## src/rtl/adder_arbiter_if.sv

```systemverilog
// Requester/response bundle for adder_arbiter: NREQ operand ports plus one result port.
interface adder_arbiter_if #(
  parameter int unsigned WIDTH = 8,
  parameter int unsigned NREQ  = 4
);
  localparam int unsigned IDW = $clog2(NREQ);

  logic [NREQ-1:0]       req_valid;
  logic [NREQ-1:0]       req_ready;
  logic [NREQ*WIDTH-1:0] req_a;
  logic [NREQ*WIDTH-1:0] req_b;
  logic                  rsp_valid;
  logic                  rsp_ready;
  logic [WIDTH-1:0]      rsp_sum;
  logic                  rsp_carry;
  logic [IDW-1:0]        rsp_id;

  modport master (
    output req_valid, req_a, req_b, rsp_ready,
    input  req_ready, rsp_valid, rsp_sum, rsp_carry, rsp_id
  );

  modport slave (
    input  req_valid, req_a, req_b, rsp_ready,
    output req_ready, rsp_valid, rsp_sum, rsp_carry, rsp_id
  );
endinterface

```

## src/rtl/adder_arbiter.sv

```systemverilog
// Round-robin arbiter time-multiplexing one ripple-carry adder among NREQ requesters,
// with a one-entry registered result buffer on a valid/ready response port.
module adder_arbiter_rca #(
  parameter int unsigned WIDTH = 8
) (
  input  logic [WIDTH-1:0] i_a,
  input  logic [WIDTH-1:0] i_b,
  input  logic             i_cin,
  output logic [WIDTH-1:0] o_sum,
  output logic             o_cout
);
  logic [WIDTH:0] w_c;

  assign w_c[0] = i_cin;

  for (genvar i = 0; i < int'(WIDTH); i++) begin : g_bit
    assign o_sum[i]  = i_a[i] ^ i_b[i] ^ w_c[i];
    assign w_c[i+1]  = (i_a[i] & i_b[i]) | (w_c[i] & (i_a[i] ^ i_b[i]));
  end

  assign o_cout = w_c[WIDTH];
endmodule

module adder_arbiter #(
  parameter int unsigned WIDTH = 8,
  parameter int unsigned NREQ  = 4
) (
  input  logic           clk,
  input  logic           rst_n,
  adder_arbiter_if.slave bus
);
  localparam int unsigned IDW = $clog2(NREQ);

  typedef enum logic {S_EMPTY = 1'b0, S_FULL = 1'b1} state_t;

  state_t           r_state;
  state_t           w_state_nxt;
  logic [IDW-1:0]   r_ptr;
  logic [WIDTH-1:0] r_sum;
  logic             r_carry;
  logic [IDW-1:0]   r_id;

  logic             w_accept;
  logic             w_grant_vld;
  logic [IDW-1:0]   w_grant_idx;
  logic [IDW-1:0]   w_scan_idx;
  logic [IDW-1:0]   w_ptr_nxt;
  logic [WIDTH-1:0] w_a;
  logic [WIDTH-1:0] w_b;
  logic [WIDTH-1:0] w_sum;
  logic             w_carry;
  logic [WIDTH-1:0] w_a_arr [NREQ];
  logic [WIDTH-1:0] w_b_arr [NREQ];

  for (genvar i = 0; i < int'(NREQ); i++) begin : g_unpack
    assign w_a_arr[i] = bus.req_a[i*WIDTH +: WIDTH];
    assign w_b_arr[i] = bus.req_b[i*WIDTH +: WIDTH];
  end

  // Reset gates accept so no requester is granted while rst_n is low.
  assign w_accept = rst_n && ((r_state == S_EMPTY) || bus.rsp_ready);

  // First valid requester at or above ptr, wrapping to 0.
  always_comb begin
    w_grant_vld = 1'b0;
    w_grant_idx = '0;
    w_scan_idx  = '0;
    for (int unsigned k = 0; k < NREQ; k++) begin
      w_scan_idx = IDW'((32'(r_ptr) + k) % NREQ);
      if (w_accept && !w_grant_vld && bus.req_valid[w_scan_idx]) begin
        w_grant_vld = 1'b1;
        w_grant_idx = w_scan_idx;
      end
    end
  end

  assign bus.req_ready = w_grant_vld ? (NREQ'(1) << w_grant_idx) : '0;
  assign w_ptr_nxt     = IDW'((32'(w_grant_idx) + 32'd1) % NREQ);

  assign w_a = w_a_arr[w_grant_idx];
  assign w_b = w_b_arr[w_grant_idx];

  adder_arbiter_rca #(.WIDTH(WIDTH)) u_rca (
    .i_a    (w_a),
    .i_b    (w_b),
    .i_cin  (1'b0),
    .o_sum  (w_sum),
    .o_cout (w_carry)
  );

  // A grant always refills the buffer, so it also covers the pop-and-refill case.
  always_comb begin
    w_state_nxt = r_state;
    case (r_state)
      S_EMPTY: if (w_grant_vld) w_state_nxt = S_FULL;
      S_FULL: begin
        if (w_grant_vld)        w_state_nxt = S_FULL;
        else if (bus.rsp_ready) w_state_nxt = S_EMPTY;
      end
      default: w_state_nxt = S_EMPTY;
    endcase
  end

  always_ff @(posedge clk or negedge rst_n) begin
    if (!rst_n) begin
      r_state <= S_EMPTY;
    end else begin
      r_state <= w_state_nxt;
    end
  end

  always_ff @(posedge clk or negedge rst_n) begin
    if (!rst_n) begin
      r_ptr   <= '0;
      r_sum   <= '0;
      r_carry <= 1'b0;
      r_id    <= '0;
    end else if (w_grant_vld) begin
      r_ptr   <= w_ptr_nxt;
      r_sum   <= w_sum;
      r_carry <= w_carry;
      r_id    <= w_grant_idx;
    end
  end

  assign bus.rsp_valid = (r_state == S_FULL);
  assign bus.rsp_sum   = r_sum;
  assign bus.rsp_carry = r_carry;
  assign bus.rsp_id    = r_id;
endmodule
```

## src/flat_wrapper.sv

```systemverilog
// flat-port wrapper written by rule: the top's interface ports become plain ports
module adder_arbiter_flat 
#(
  parameter int unsigned WIDTH = 8,
  parameter int unsigned NREQ  = 4
)
  (clk, rst_n, bus_req_valid, bus_req_a, bus_req_b, bus_rsp_ready, bus_req_ready, bus_rsp_valid, bus_rsp_sum, bus_rsp_carry, bus_rsp_id);
  adder_arbiter_if #(.WIDTH(WIDTH), .NREQ(NREQ)) bus_i ();
  input  logic clk;
  input  logic rst_n;
  input wire logic [$bits(bus_i.req_valid)-1:0] bus_req_valid;
  input wire logic [$bits(bus_i.req_a)-1:0] bus_req_a;
  input wire logic [$bits(bus_i.req_b)-1:0] bus_req_b;
  input wire logic [$bits(bus_i.rsp_ready)-1:0] bus_rsp_ready;
  output wire logic [$bits(bus_i.req_ready)-1:0] bus_req_ready;
  output wire logic [$bits(bus_i.rsp_valid)-1:0] bus_rsp_valid;
  output wire logic [$bits(bus_i.rsp_sum)-1:0] bus_rsp_sum;
  output wire logic [$bits(bus_i.rsp_carry)-1:0] bus_rsp_carry;
  output wire logic [$bits(bus_i.rsp_id)-1:0] bus_rsp_id;
  assign bus_i.req_valid = bus_req_valid;
  assign bus_i.req_a = bus_req_a;
  assign bus_i.req_b = bus_req_b;
  assign bus_i.rsp_ready = bus_rsp_ready;
  assign bus_req_ready = bus_i.req_ready;
  assign bus_rsp_valid = bus_i.rsp_valid;
  assign bus_rsp_sum = bus_i.rsp_sum;
  assign bus_rsp_carry = bus_i.rsp_carry;
  assign bus_rsp_id = bus_i.rsp_id;
  adder_arbiter #(.WIDTH(WIDTH), .NREQ(NREQ)) u_core (.clk(clk), .rst_n(rst_n), .bus(bus_i));
endmodule
```

## config.mk

```make
export PLATFORM = sky130hd
export DESIGN_NAME = adder_arbiter_flat
export DESIGN_NICKNAME = d
export VERILOG_FILES = /design/src/rtl/adder_arbiter_if.sv /design/src/rtl/adder_arbiter.sv /design/src/flat_wrapper.sv
export SDC_FILE = /design/constraint.sdc
export NUM_CORES = 1
export LEC_CHECK = 0
export ABC_AREA = 1
export ABC_CLOCK_PERIOD_IN_PS = 7100
export CAP_MARGIN = 30
export CORE_AREA = 3 3 69 71
export DETAILED_ROUTE_END_ITERATION = 12
export DIE_AREA = 0 0 72 74
export PLACE_DENSITY = 0.84
export REMOVE_ABC_BUFFERS = 1
export SLEW_MARGIN = 15
export SYNTH_ARGS = -nofsm -noshare
export SYNTH_HDL_FRONTEND = slang
export SYNTH_HIERARCHICAL = 1
export SYNTH_SLANG_ARGS = --single-unit
```

## constraint.sdc

```tcl
create_clock -name clk -period 7.1 [get_ports clk]
set_input_delay 1.42 -clock clk [delete_from_list [all_inputs] [get_ports clk]]
set_output_delay 1.42 -clock clk [all_outputs]
set_load 0.02 [all_outputs]
```

==> impl_metrics.toml <==
[clock_tree]
cts.repair.resized = 0
clockBufferDepth = 2
cts-buffers-inserted = 3
h-tree-depth = 1
cts.sinks = 14
postCtsSetupBuffers = 0
cts_root_buf = "clkbuf_8"
cts.reportedPaths.clkPinSlew_ns = 0.05
cts_hold_buf = 0
clk-insertion-delay-late_ns = 0.24
cts_tree = "built"

[floorplan]
rows = 24
core-area_um2 = 4294
initial_core_util_pct = 43.04
die_w_um = 72
ios = 87
die_h_um = 74
die-area_um2 = 5328

[sta]
fin_ws_ns = 0.7214
hold_viol_final = 0
finalSetupViolCount = 0
finalCritPeriodShare_pct = 89.84
rsz0062_at_grt = "false"
tightest_slew_ns = 0.5986
timing.final.crit_period_ns = 6.379
fmax_mhz = 156.8
relSlewSlack_pct = 60.09
fin_tns_setup_ns = 0
skew_ns = 0.002823
slew_violations = 0

[place]
port_buffers = 86
placed_area_um2 = 2705
gp_congestion = 0.8241
dpl.hpwl_mm = 4.237
dpl_worst_slack_ns = 0.4810

[final_layout]
seqCellArea_um2 = 350.3
stdcell_area_um2 = 2760
post-route-util_pct = 64.28
syn_to_final_growth_pct = 49.36
layout-drive-gt1-share_pct = 8.718
fillCellCount = 396
n_antenna_cell = 0
multi_input_area_um2 = 1274
fin_nets = 470

[routing]
ant_nets = 0
post-route-drc-count = 0
wl_per_cell_um = 11.65
viasPerCell = 4.867
firstDrtPassIters = 4
drt_wl_total_mm = 5.149
dr.first_iter.drc_count = 157
via_count = 2151

[yosys]
yosysMostFrequentCell = "nand2_1"
yosysTopAreaCell = "nand2_1"
yosysSeqAreaShare_pct = 18.96
syn_area_um2 = 1848
ys_top_cells_by_area = "nand2_1, dfrtp_1, nand3_1"
synth-edff-count = 0
yosys_warnings = 6
ys_top_cells_by_count = "nand2_1, nand3_1, inv_1"
synth_top_area_share_pct = 29.25
syn_avg_cell_area_um2 = 5.923
synthDistinctLibCells = 23
synthCells = 312
synth_ff_type = "dfrtp_1"
async_flop_share_pct = 100.0
ys_seq_elements = 14

[global_routing]
grt_max_degree = 33
antenna_found_initial = 0
overflow = 0
grt_pass1_vias = 1996
grt_use_total_pct = 19.41
grt_first_pass_wirelength_mm = 8.631

[setup_path]
crit_required_ns = 7.28
crit_path_max_fanout = 16
worstPathArrival_ns = 6.56
critPathCaptureType = "flop"
r2r_setup_slack_ns = 1.71
cp-startpoint = "bus_req_valid[0]"
crit-reg2reg-capture = "u_core/bus.rsp_sum[7]"
endpoint = "u_core/bus.rsp_sum[7]"
r2r_start = "u_core/r_ptr[0]"
rr_worst_depth = 25
crit_type = "input pin to flop"
start_kind = "input pin"

[power]
intPower_mw = 0.6581
p_sw_mw = 0.8217
static-leakage-power_nw = 1.460
p_per_area_nw_per_um2 = 536.1
switching_share_pct = 55.53
clkPwrFrac_pct = 5.1
combinationalPowerShare_pct = 83.9
seq_power_share_pct = 11.1
peakVddDrop_v = 0.0002801

[outcome]
outcome = "completed"

[min_path]
hp-class = "flop to flop"

[run]
cap_viol_max_count = 0
==> power groups by stage <==
stage,Sequential [mW],Clock [mW],Combinational (mW)
CTS,0.164,0.0767,1.25
global route,0.169,0.0806,1.42
floorplan,0.202,0,0.817
global placement,0.164,0,1.19
detailed placement,0.165,0,1.24
finish,0.164,0.0750,1.24
==> cells in the final DEF (no fill, tap or decap) <==
cell             Yosys  routed
nor2_2               3       3
inv_1               23      23
inv_4                1       1
buf_4                1       6
nand2_2              8       8
conb_1               1       1
nand4_1              1       1
nand2_1            144     144
fa_1                 8       8
nand3_1             69      69
o21ai_1              2       2
nor2_1               7       7
o21ai_0              1       1
inv_6                2       2
nand2_4              4       4
o21ai_2              1       1
nand4_2              2       2
dfrtp_1             14      14
clkdlybuf4s50_1      0      86
or2_4                1       1
clkbuf_8             0       4
nand3_2              2       2
==> through the flow <==
step / cells / hold slack, ns / total power, mW
after floorplan: 294 / 0.5912 / 1.019
after global placement: 438 / 0.4623 / 1.358
after detailed placement: 438 / 0.4642 / 1.409
after CTS: 442 / 0.4793 / 1.493
after global routing: 442 / 0.4924 / 1.667
final: 442 / 0.4754 / 1.480
==> state kept, by name, indices dropped and copies added, names as in the netlist <==
signal                flops
u_core/bus.rsp_carry      1
u_core/bus.rsp_sum        8
u_core/bus.rsp_id         2
u_core/r_ptr              2
u_core/bus.rsp_valid      1
==> worst min path at each step <==
stage	start	to	slack [ns]	cells after the start
3_5_place_dp	u_core/bus.rsp_carry	u_core/bus.rsp_carry	0.46	2
3_3_place_gp	u_core/bus.rsp_carry	u_core/bus.rsp_carry	0.46	2
2_1_floorplan	u_core/bus.rsp_sum[1]	u_core/bus.rsp_sum[1]	0.59	2
5_1_grt	u_core/bus.rsp_carry	u_core/bus.rsp_carry	0.49	2
4_1_cts	u_core/bus.rsp_carry	u_core/bus.rsp_carry	0.48	2
6_report	u_core/bus.rsp_carry	u_core/bus.rsp_carry	0.48	2
==> cell families after synthesis <==
| kind of cell | count (synthesis) | share of synthesized area (%) |
|---|---|---|
| AO/OA/AOI/OAI | 4 | 1.286 |
| flip-flops | 14 | 18.96 |
| buffers and inverters | 44 | 12.12 |
| adder cells (fa/ha/maj) | 8 | 8.666 |
| AND/OR/NAND/NOR | 241 | 58.77 |
| other | 1 | 0.2029 |
==> routing by layer <==
metal,track usage [%],vias up,wire [µm]
met5,0,-,0
met4,3.549,0,51
met3,2.703,4,272
met2,33.88,64,2571
met1,25.98,950,2254
li1,-,1133,-
==> area by class of cell <==
type,count,area share (%)
clock buffers,4,1.995
well taps,52,2.357
repair buffers,92,32.82
multi-input cells,254,46.15
flip-flops and latches,14,12.69
inverters,26,3.989
==> critical path, stage by stage <==
cell	delay [ns]
clkdlybuf4s50_1	0.43
inv_1	0.06
nand2_1	0.04
nand2_1	0.12
nand2_2	0.09
nand2_4	0.09
nand4_2	0.13
nor2_2	0.16
nand2_1	0.32
nand3_1	0.17
nand2_1	0.06
nand2_1	0.05
nand2_1	0.07
fa_1	0.42
inv_1	0.08
fa_1	0.15
inv_1	0.05
fa_1	0.39
fa_1	0.39
fa_1	0.39
fa_1	0.42
fa_1	0.38
inv_1	0.08
fa_1	0.40
inv_1	0.06
nand2_1	0.05
nand2_1	0.07
Note: power is estimated with default switching activity, not from simulation.
